### src/rtl/imem_loader_pkg.sv
// Shared types and constants for the instruction-memory boot loader.
// Used by imem_boot_loader and byte_assembler.
package imem_loader_pkg;

  typedef enum logic [2:0] {
    LEN_LO = 3'd0,
    LEN_HI = 3'd1,
    DATA   = 3'd2,
    CSUM   = 3'd3,
    DONE   = 3'd4,
    ERR    = 3'd5
  } loader_state_e;

  localparam int LEN_BYTES      = 2;
  localparam int BYTES_PER_WORD = 4;

  // States in which the loader is still consuming stream bytes.
  function automatic logic is_receiving(input loader_state_e st);
    return (st == LEN_LO) || (st == LEN_HI) || (st == DATA) || (st == CSUM);
  endfunction

endpackage

### src/rtl/byte_assembler.sv
// Packs a little-endian byte stream into 32-bit words; word_valid is a
// combinational strobe on the byte that completes a word.
module byte_assembler
  import imem_loader_pkg::*;
(
  input  logic        clk,
  input  logic        rst,
  input  logic        byte_en,
  input  logic [7:0]  byte_in,
  output logic [31:0] word,
  output logic        word_valid
);

  logic [31:0] shift_q, shift_d;
  logic [1:0]  cnt_q,   cnt_d;

  // First byte drifts down to bits [7:0] after four shifts.
  assign word       = {byte_in, shift_q[31:8]};
  assign word_valid = byte_en && (cnt_q == 2'(BYTES_PER_WORD - 1));

  always_comb begin
    shift_d = shift_q;
    cnt_d   = cnt_q;
    if (byte_en) begin
      shift_d = word;
      cnt_d   = cnt_q + 2'd1;
    end
  end

  always_ff @(posedge clk or posedge rst) begin
    if (rst) begin
      shift_q <= '0;
      cnt_q   <= '0;
    end else begin
      shift_q <= shift_d;
      cnt_q   <= cnt_d;
    end
  end

endmodule

### src/rtl/imem_boot_loader.sv
// Fills instruction memory from a length-prefixed byte stream, then releases
// the core reset. Optional trailing XOR checksum: IMEM_LOADER_CHECKSUM_EN.
module imem_boot_loader
  import imem_loader_pkg::*;
#(
  parameter int DEPTH  = 1024,
  parameter int ADDR_W = 10
) (
  input  logic              clk,
  input  logic              rst,
  input  logic [7:0]        in_data,
  input  logic              in_valid,
  output logic              in_ready,
  output logic              imem_we,
  output logic [ADDR_W-1:0] imem_addr,
  output logic [31:0]       imem_wdata,
  output logic              cpu_rst,
  output logic              done,
  output logic              err
);

  localparam logic [16:0]     DEPTH_L = 17'(DEPTH);
  localparam logic [ADDR_W:0] ONE     = {{ADDR_W{1'b0}}, 1'b1};

`ifdef IMEM_LOADER_CHECKSUM_EN
  localparam loader_state_e AFTER_DATA = CSUM;
`else
  localparam loader_state_e AFTER_DATA = DONE;
`endif

  loader_state_e     state_q, state_d;
  logic [7:0]        len_lo_q, len_lo_d;
  logic [ADDR_W:0]   len_q, len_d;
  logic [ADDR_W:0]   word_cnt_q, word_cnt_d;
  logic              imem_we_q, imem_we_d;
  logic [ADDR_W-1:0] imem_addr_q, imem_addr_d;
  logic [31:0]       imem_wdata_q, imem_wdata_d;
  logic              cpu_rst_q, cpu_rst_d;
  logic              done_q, done_d;
  logic              err_q, err_d;
`ifdef IMEM_LOADER_CHECKSUM_EN
  logic [7:0]        csum_q, csum_d;
`endif

  logic              accept;
  logic              asm_en;
  logic [15:0]       len_word;
  logic [31:0]       asm_word;
  logic              asm_word_valid;

  assign in_ready = is_receiving(state_q);
  assign accept   = in_valid && in_ready;
  assign len_word = {in_data, len_lo_q};

  byte_assembler u_asm (
    .clk        (clk),
    .rst        (rst),
    .byte_en    (asm_en),
    .byte_in    (in_data),
    .word       (asm_word),
    .word_valid (asm_word_valid)
  );

  always_comb begin
    state_d      = state_q;
    len_lo_d     = len_lo_q;
    len_d        = len_q;
    word_cnt_d   = word_cnt_q;
    imem_we_d    = 1'b0;
    imem_addr_d  = imem_addr_q;
    imem_wdata_d = imem_wdata_q;
    cpu_rst_d    = cpu_rst_q;
    done_d       = done_q;
    err_d        = err_q;
    asm_en       = 1'b0;
`ifdef IMEM_LOADER_CHECKSUM_EN
    csum_d       = csum_q;
`endif

    case (state_q)
      LEN_LO: begin
        if (accept) begin
          len_lo_d = in_data;
          state_d  = LEN_HI;
        end
      end

      LEN_HI: begin
        if (accept) begin
          if (len_word == 16'd0) begin
            state_d = AFTER_DATA;
          end else if ({1'b0, len_word} > DEPTH_L) begin
            state_d = ERR;
          end else begin
            len_d   = len_word[ADDR_W:0];
            state_d = DATA;
          end
        end
      end

      DATA: begin
        asm_en = accept;
`ifdef IMEM_LOADER_CHECKSUM_EN
        if (accept) csum_d = csum_q ^ in_data;
`endif
        if (asm_word_valid) begin
          imem_we_d    = 1'b1;
          imem_addr_d  = word_cnt_q[ADDR_W-1:0];
          imem_wdata_d = asm_word;
          word_cnt_d   = word_cnt_q + ONE;
          if (word_cnt_d == len_q) state_d = AFTER_DATA;
        end
      end

`ifdef IMEM_LOADER_CHECKSUM_EN
      CSUM: begin
        if (accept) state_d = (in_data == csum_q) ? DONE : ERR;
      end
`endif

      // Release one edge after entry so the last write has already landed.
      DONE: begin
        cpu_rst_d = 1'b0;
        done_d    = 1'b1;
      end

      ERR: begin
        cpu_rst_d = 1'b1;
        done_d    = 1'b0;
      end

      default: state_d = ERR;
    endcase

    if (state_d == ERR) err_d = 1'b1;
  end

  always_ff @(posedge clk or posedge rst) begin
    if (rst) begin
      state_q      <= LEN_LO;
      len_lo_q     <= '0;
      len_q        <= '0;
      word_cnt_q   <= '0;
      imem_we_q    <= 1'b0;
      imem_addr_q  <= '0;
      imem_wdata_q <= '0;
      cpu_rst_q    <= 1'b1;
      done_q       <= 1'b0;
      err_q        <= 1'b0;
    end else begin
      state_q      <= state_d;
      len_lo_q     <= len_lo_d;
      len_q        <= len_d;
      word_cnt_q   <= word_cnt_d;
      imem_we_q    <= imem_we_d;
      imem_addr_q  <= imem_addr_d;
      imem_wdata_q <= imem_wdata_d;
      cpu_rst_q    <= cpu_rst_d;
      done_q       <= done_d;
      err_q        <= err_d;
    end
  end

`ifdef IMEM_LOADER_CHECKSUM_EN
  always_ff @(posedge clk or posedge rst) begin
    if (rst) csum_q <= '0;
    else     csum_q <= csum_d;
  end
`endif

  assign imem_we    = imem_we_q;
  assign imem_addr  = imem_addr_q;
  assign imem_wdata = imem_wdata_q;
  assign cpu_rst    = cpu_rst_q;
  assign done       = done_q;
  assign err        = err_q;

endmodule

### config.mk
export PLATFORM = sky130hd
export DESIGN_NAME = imem_boot_loader
export DESIGN_NICKNAME = d
export VERILOG_FILES = /design/src/rtl/imem_loader_pkg.sv /design/src/rtl/byte_assembler.sv /design/src/rtl/imem_boot_loader.sv
export SDC_FILE = /design/constraint.sdc
export NUM_CORES = 1
export LEC_CHECK = 0
export CORE_MARGIN = 3
export CORE_UTILIZATION = 62
export CTS_CLUSTER_DIAMETER = 80
export DETAILED_ROUTE_END_ITERATION = 6
export DONT_BUFFER_PORTS = 1
export GPL_TIMING_DRIVEN = 0
export PLACE_DENSITY = 0.89
export SLEW_MARGIN = 20
export SYNTH_ARGS = -nofsm -noshare
export SYNTH_HDL_FRONTEND = slang
export SYNTH_SLANG_ARGS = --single-unit
### constraint.sdc
create_clock -name clk -period 4.1 [get_ports clk]
set_input_delay 0.615 -clock clk [delete_from_list [all_inputs] [get_ports clk]]
set_output_delay 0.615 -clock clk [all_outputs]
set_load 0.02 [all_outputs]
==> run_results.csv, run 1 <==
group,metric,value,unit
run_status,status,"completed",
floorplan,coreArea,6570,um2
logic_synthesis,synth_area,4360,um2
place,portBuffers,0,
logic_synthesis,synth_edf_count,0,
logic_synthesis,synth.net_count,374,
power_and_ir_drop,p_sw_frac,0.223,
logic_synthesis,synth.mux.area_fraction,0.160,
global_route,grt_pass1_wl,14100,um
route,detail_route.vias_per_cell,5.80,
sta,rsz0062_at_grt,"no",
sta,hold_viol,0,
logic_synthesis,synthXorXnorAreaFrac,0.0442,
route,drc,0,
cells_and_area,syn_to_final_growth,8.04,%
global_route,grt_use_total,0.221,
clock_network,cts.sinks,105,
clock_network,worstSkewPairLatency,0.36,ns
critical_path,crit_path_cell_trace,"ha_1, nand2b_1, o211a_1, o32a_1, or4_1, a2111o_1, a31o_1",
clock_network,cts_resized,0,
critical_path,crit_cells,7,
sta,worstMarginPinSlew,0.601,ns
global_route,grt-ovfl-total,0,
route,wirelength,8480,um
clock_network,clk_pin_slew,0.10,ns
sta,slew_viol_final,0,
route,vias,2724,
cells_and_area,final_util,0.717,
sta,skew,0.0119,ns
floorplan,pin_count,58,
logic_synthesis,async_flop_share,1.00,
logic_synthesis,ys_seq_area_frac,0.603,
logic_synthesis,synth-compound-area-share,0.0301,
power_and_ir_drop,p_per_area,363,nW/um2
clock_network,clockBufferDepth,2,
logic_synthesis,synth_fa_ha_area_frac,0.00574,
logic_synthesis,netlist_instances,361,
global_route,grt_pass1_vias,2768,
power_and_ir_drop,vdd_drop_max,0.250,mV
logic_synthesis,synth_seq_cells,105,
hold_path,holdCritPathClass,"in -> async",
critical_path,critPathArrivalTime,2.82,ns
cells_and_area,nets,386,
logic_synthesis,synth_top_family_by_area,"multiplexers",
clock_network,htree_levels,3,
clock_network,cts_root_buf,"clkbuf_8",
clock_network,cts_tree,"done",
logic_synthesis,synth_cell_types,40,
power_and_ir_drop,combPwrFrac,0.016,
sta,slew_headroom,0.599,
critical_path,cp_max_fo,5,
place,post-dp-hpwl,5900,um
global_route,antenna_found_initial,0,
clock_network,cts_buffers,9,
critical_path,cp_num_buf_inv,0,
cells_and_area,n_antenna_cell,0,
critical_path,reg2reg_setup_slack,1.53,ns
sta,setup_viol,0,
critical_path,critPathMaxStageDelay,0.49,ns
floorplan,die_h,89.8,um
power_and_ir_drop,internal-power,1330,uW
job,drv_cap,0,
sta,layout_min_cycle_time,2.57,ns
place,gp_congestion,0.870,
critical_path,critPathLaunchType,"register",
route,drtIter0Drc,123,
cells_and_area,instances_no_fill,470,
cells_and_area,drive_gt1_frac,0.212,
logic_synthesis,synth_area_per_cell,12.1,um2
power_and_ir_drop,power_frac_clock,0.379,
sta,setup_slack,1.53,ns
place,dp.cells,455,
place,pre_cts_slack,1.58,ns
critical_path,r2r-end,"state_q[1]$_DFF_PP0_",
critical_path,r2r_cells,7,
clock_network,postCtsSetupRepairBufs,0,
floorplan,rows,29,
floorplan,die_w,89.8,um
floorplan,initial_core_util,0.664,
power_and_ir_drop,seqPwrFrac,0.605,
route,routedWlPerCell,18.0,um
global_route,grt_max_degree,78,
sta,period_share,0.626,
critical_path,worstPathRequired,4.36,ns
logic_synthesis,synth_flop_cell,"dfrtp_1",
logic_synthesis,synth-simple-area-share,0.137,
clock_network,ctsHoldBuffers,0,
power_and_ir_drop,switchingPower,381,uW
power_and_ir_drop,leakagePower,0.00246,uW
logic_synthesis,ys_warn_count,0,
route,drtPass1Iterations,4,
route,ant_nets,0,
critical_path,crit_slowest_cell,"dfrtp_1",
floorplan,die_area,8070,um2
critical_path,critPathTopFamily,"compound AO/OA/AOI/OAI gates",
critical_path,critical_path_class,"reg -> reg",
critical_path,setup.worst_path.end_class,"register",
critical_path,r2r_start,"word_cnt_q[0]$_DFFE_PP0P_",
sta,timing.fmax,389,MHz
[area by class of cell]
| type | instances | area (um2) |
|---|---|---|
| clock inverter | 6 | 77.6 |
| buffer | 15 | 65.1 |
| sequential | 105 | 2630 |
| multi-input combinational | 236 | 1650 |
| clock buffer | 9 | 124 |
| inverter | 5 | 23.8 |
| fill | 435 | 1860 |
| timing repair buffer | 1 | 27.5 |
| tap | 93 | 116 |
[layout by cell type, fill, tap and decap left out, drive strengths merged, types with 3 or more instances in the layout]
cell type | netlist | routed
xor2 | 9 | 9
inv | 5 | 7
nor3 | 5 | 5
buf | 12 | 13
clkbuf | 3 | 12
dfrtp | 104 | 104
o21ai | 8 | 8
nand3 | 5 | 5
nand2b | 5 | 5
nor2 | 8 | 8
nor4 | 5 | 5
nand2 | 90 | 90
mux2 | 62 | 62
clkinv | 0 | 3
xnor2 | 13 | 13
nand4 | 3 | 3
[flip-flops by register name (all words and copies together), names as in the netlist]
signal         cells
imem_addr         10
len_lo_q           8
imem_wdata        32
state_q            3
err                1
u_asm.shift_q     24
u_asm.cnt_q        2
done               1
cpu_rst            1
imem_we            1
word_cnt_q        11
len_q             11
[cells in the mapped netlist, drive strengths merged (2+ instances only)]
| library cell | instances | area (um2) |
|---|---|---|
| dfrtp | 104 | 2600 |
| nand2 | 90 | 345 |
| mux2 | 62 | 698 |
| xnor2 | 13 | 114 |
| buf | 12 | 53.8 |
| xor2 | 9 | 78.8 |
| nor2 | 8 | 35.0 |
| o21ai | 8 | 40.0 |
| inv | 5 | 18.8 |
| nand2b | 5 | 31.3 |
| nand3 | 5 | 30.0 |
| nor3 | 5 | 25.0 |
| nor4 | 5 | 31.3 |
| clkbuf | 3 | 11.3 |
| nand4 | 3 | 31.3 |
| a21oi | 2 | 10.0 |
| a311oi | 2 | 17.5 |
| and2 | 2 | 12.5 |
| and3 | 2 | 12.5 |
| ha | 2 | 25.0 |
| o31ai | 2 | 15.0 |
| or3 | 2 | 12.5 |
[worst max path at each step]
stage	start	endpoint	slack (ns)
after floorplan	rst	done$_DFFE_PP0N_	0.73
after global placement	rst	state_q[1]$_DFF_PP0_	-0.17
after detailed placement	word_cnt_q[0]$_DFFE_PP0P_	state_q[1]$_DFF_PP0_	1.58
after CTS	word_cnt_q[0]$_DFFE_PP0P_	state_q[1]$_DFF_PP0_	1.55
after global routing	word_cnt_q[0]$_DFFE_PP0P_	state_q[1]$_DFF_PP0_	1.47
final	word_cnt_q[0]$_DFFE_PP0P_	state_q[1]$_DFF_PP0_	1.53
[power by group through the flow]
stage,sequential [uW],combinational [uW],clock [uW]
floorplan,1060,18.8,0
global placement,1060,23.9,0
detailed placement,1060,28.4,0
CTS,1030,28.4,656
global route,1040,31.5,695
finish,1030,27.1,648
[metal layers]
| metal | vias to the layer above | track usage | share of wire |
|---|---|---|---|
| met1 | 1383 | 0.290 | 0.43 |
| met3 | 15 | 0.0601 | 0.063 |
| li1 | 1244 | - | - |
| met4 | 0 | 0.109 | 0.021 |
| met2 | 82 | 0.341 | 0.48 |
| met5 | - | 0 | 0 |
[through the flow]
stage	total power (uW)	setup TNS (ns)	area [um2]	hold slack (ns)
floorplan	1070	0	4360	0.435
global placement	1080	-17.54	4470	0.453
detailed placement	1080	0	4510	0.456
CTS	1720	0	4710	0.0580
global route	1760	0	4710	0.0641
finish	1710	0	4710	0.0590
[logic make-up after synthesis]
group / Yosys count
AOI/OAI and AO/OA: 19
xor gates and xnor gates: 22
adders and majority gates: 2
buffers and inverters: 20
DFF: 105
muxes: 62
and+or+nand+nor: 131
Power figures use the tool's default switching activity.
==> run 2, diff against run 1 <==
- clock period: 4.1 -> 2.5 ns (I/O delays scaled with it)
==> run_results.csv, run 2 (same netlist as run 1, synthesis figures left out) <==
group,metric,value,unit
sta,hold_ws,0.122,ns
cells_and_area,drive_gt1_frac,0.226,
critical_path,crit_start,"word_cnt_q[0]$_DFFE_PP0P_",
power_and_ir_drop,vdd_drop_max,0.408,mV
sta,worstMarginPinSlew,0.585,ns
global_route,grt_max_degree,38,
route,wirelength,8260,um
route,vias,2687,
sta,slew_headroom,0.610,
clock_network,cts_root_buf,"clkbuf_8",
sta,setup_viol,0,
global_route,grt_use_total,0.215,
critical_path,setup.worst_path.end_class,"register",
critical_path,critPathTopFamily,"compound AO/OA/AOI/OAI gates",
critical_path,critPathMaxStageDelay,0.48,ns
place,gp_congestion,0.846,
sta,hold_viol,0,
critical_path,crit_path_end,"state_q[1]$_DFF_PP0_",
clock_network,htree_levels,3,
critical_path,reg2reg_setup_slack,0.09,ns
critical_path,cp_max_fo,5,
cells_and_area,n_antenna_cell,0,
floorplan,die_area,8070,um2
clock_network,postCtsSetupRepairBufs,0,
global_route,grt_pass1_wl,13900,um
critical_path,r2r-end,"state_q[1]$_DFF_PP0_",
route,drc,0,
sta,skew,0.00866,ns
sta,rsz0062_at_grt,"no",
cells_and_area,layout_common_cells,"dfrtp_1 (103), nand2_1 (89), mux2_2 (50)",
place,portBuffers,0,
run_status,status,"completed",
power_and_ir_drop,p_sw_frac,0.225,
critical_path,crit_path_cell_trace,"ha_4, nand2b_1, o211a_1, o32a_1, or4_1, a2111o_1, a31o_1",
clock_network,cts_tree,"done",
critical_path,critical_path_class,"reg -> reg",
critical_path,critPathArrivalTime,2.67,ns
floorplan,die_h,89.8,um
power_and_ir_drop,switchingPower,603,uW
critical_path,crit_slowest_cell,"dfrtp_2",
floorplan,die_w,89.8,um
floorplan,rows,29,
sta,layout_min_cycle_time,2.41,ns
power_and_ir_drop,seqPwrFrac,0.634,
route,detail_route.vias_per_cell,5.68,
place,dp.cells,457,
cells_and_area,largest_register_ffs,32,
place,pre_cts_slack,-0.00613,ns
power_and_ir_drop,leakagePower,0.00246,uW
critical_path,critPathLaunchType,"register",
clock_network,clk_pin_slew,0.10,ns
critical_path,cp_num_buf_inv,0,
sta,timing.fmax,414,MHz
floorplan,pin_count,58,
sta,finalSetupTns,0,ns
cells_and_area,nets,389,
job,drv_cap,0,
route,drtPass1Iterations,4,
sta,period_share,0.965,
floorplan,initial_core_util,0.664,
place,post-dp-hpwl,6130,um
power_and_ir_drop,combPwrFrac,0.020,
power_and_ir_drop,p_per_area,565,nW/um2
floorplan,coreArea,6570,um2
global_route,antenna_found_initial,0,
power_and_ir_drop,internal-power,2080,uW
cells_and_area,final_common_cell,"dfrtp_1",
clock_network,cts.sinks,105,
route,ant_nets,0,
global_route,grt_pass1_vias,2698,
route,drtIter0Drc,141,
clock_network,worstSkewPairLatency,0.36,ns
global_route,grt-ovfl-total,0,
critical_path,r2r_cells,7,
critical_path,worstPathRequired,2.76,ns
critical_path,crit_cells,7,
cells_and_area,syn_to_final_growth,8.73,%
sta,setup_slack,0.0864,ns
critical_path,r2r_start,"word_cnt_q[0]$_DFFE_PP0P_",
cells_and_area,instances_no_fill,473,
clock_network,cts_buffers,9,
route,routedWlPerCell,17.5,um
power_and_ir_drop,power_frac_clock,0.346,
clock_network,clockBufferDepth,2,
hold_path,holdCritPathClass,"in -> reg",
power_and_ir_drop,fin_total_pwr,2680,uW
sta,slew_viol_final,0,
[run 2: cell types whose count changed in the layout (fill, tap and decap cells not counted), moves of 2 or more]
cell,previous run,this run
buf_1,7,5
buf_12,0,2
clkbuf_2,0,2
clkinv_2,1,3
clkinvlp_4,0,2
inv_6,3,1
[run 2: layout make-up]
| type | instances | area [um2] |
|---|---|---|
| buffer | 15 | 67.6 |
| clock buffer | 9 | 124 |
| clock inverter | 6 | 42.5 |
| fill | 412 | 1830 |
| inverter | 5 | 22.5 |
| multi-input combinational | 236 | 1660 |
| sequential | 105 | 2630 |
| tap | 93 | 116 |
| timing repair buffer | 4 | 77.6 |
[run 2: power by group through the flow]
stage          Sequential, uW  Clock, uW  Combinational, uW
2_1_floorplan            1730          0               31.3
3_3_place_gp             1730          0               39.5
3_5_place_dp             1730          0               54.3
4_1_cts                  1700        942               56.3
5_1_grt                  1700       1010               61.1
6_report                 1700        927               53.6
[run 2: worst reg2reg max path, cell delays in order, from the launching register on]
cell and delay, ns:
dfrtp_2 0.48, ha_4 0.20, nand2b_1 0.17, o211a_1 0.14
o32a_1 0.28, or4_1 0.47, a2111o_1 0.36, a31o_1 0.24
[run 2: how the worst min path moves through the flow]
stage | endpoint | from | cells past startpoint
2_1_floorplan | imem_wdata[0]$_DFFE_PP0P_ | u_asm.shift_q[8]$_DFFE_PP0N_ | 2
3_3_place_gp | imem_wdata[4]$_DFFE_PP0P_ | u_asm.shift_q[12]$_DFFE_PP0N_ | 2
3_5_place_dp | imem_addr[1]$_DFFE_PP0P_ | rst | 1
4_1_cts | imem_wdata[26]$_DFFE_PP0P_ | in_data[2] | 2
5_1_grt | imem_wdata[26]$_DFFE_PP0P_ | in_data[2] | 2
6_report | imem_wdata[26]$_DFFE_PP0P_ | in_data[2] | 2
[run 2: metrics by stage]
stage,instance area (um2),util
CTS,4720,0.719
global placement,4480,0.682
finish,4740,0.721
floorplan,4360,-
detailed placement,4550,0.692
global route,4740,0.721
[run 2: metal layers]
layer	vias up	routed length [um]	track usage
met3	15	397	0.0534
met4	0	172	0.0932
met5	-	0	0
met1	1366	3730	0.291
met2	60	3950	0.332
li1	1246	-	-
[run 2: timing repair]
item / in CTS / in global routing
setup endpoints to repair: 1 / 12
hold buffers: 1 / 0
resized for setup: 1 / 4
hold endpoints to repair: 16 / 0
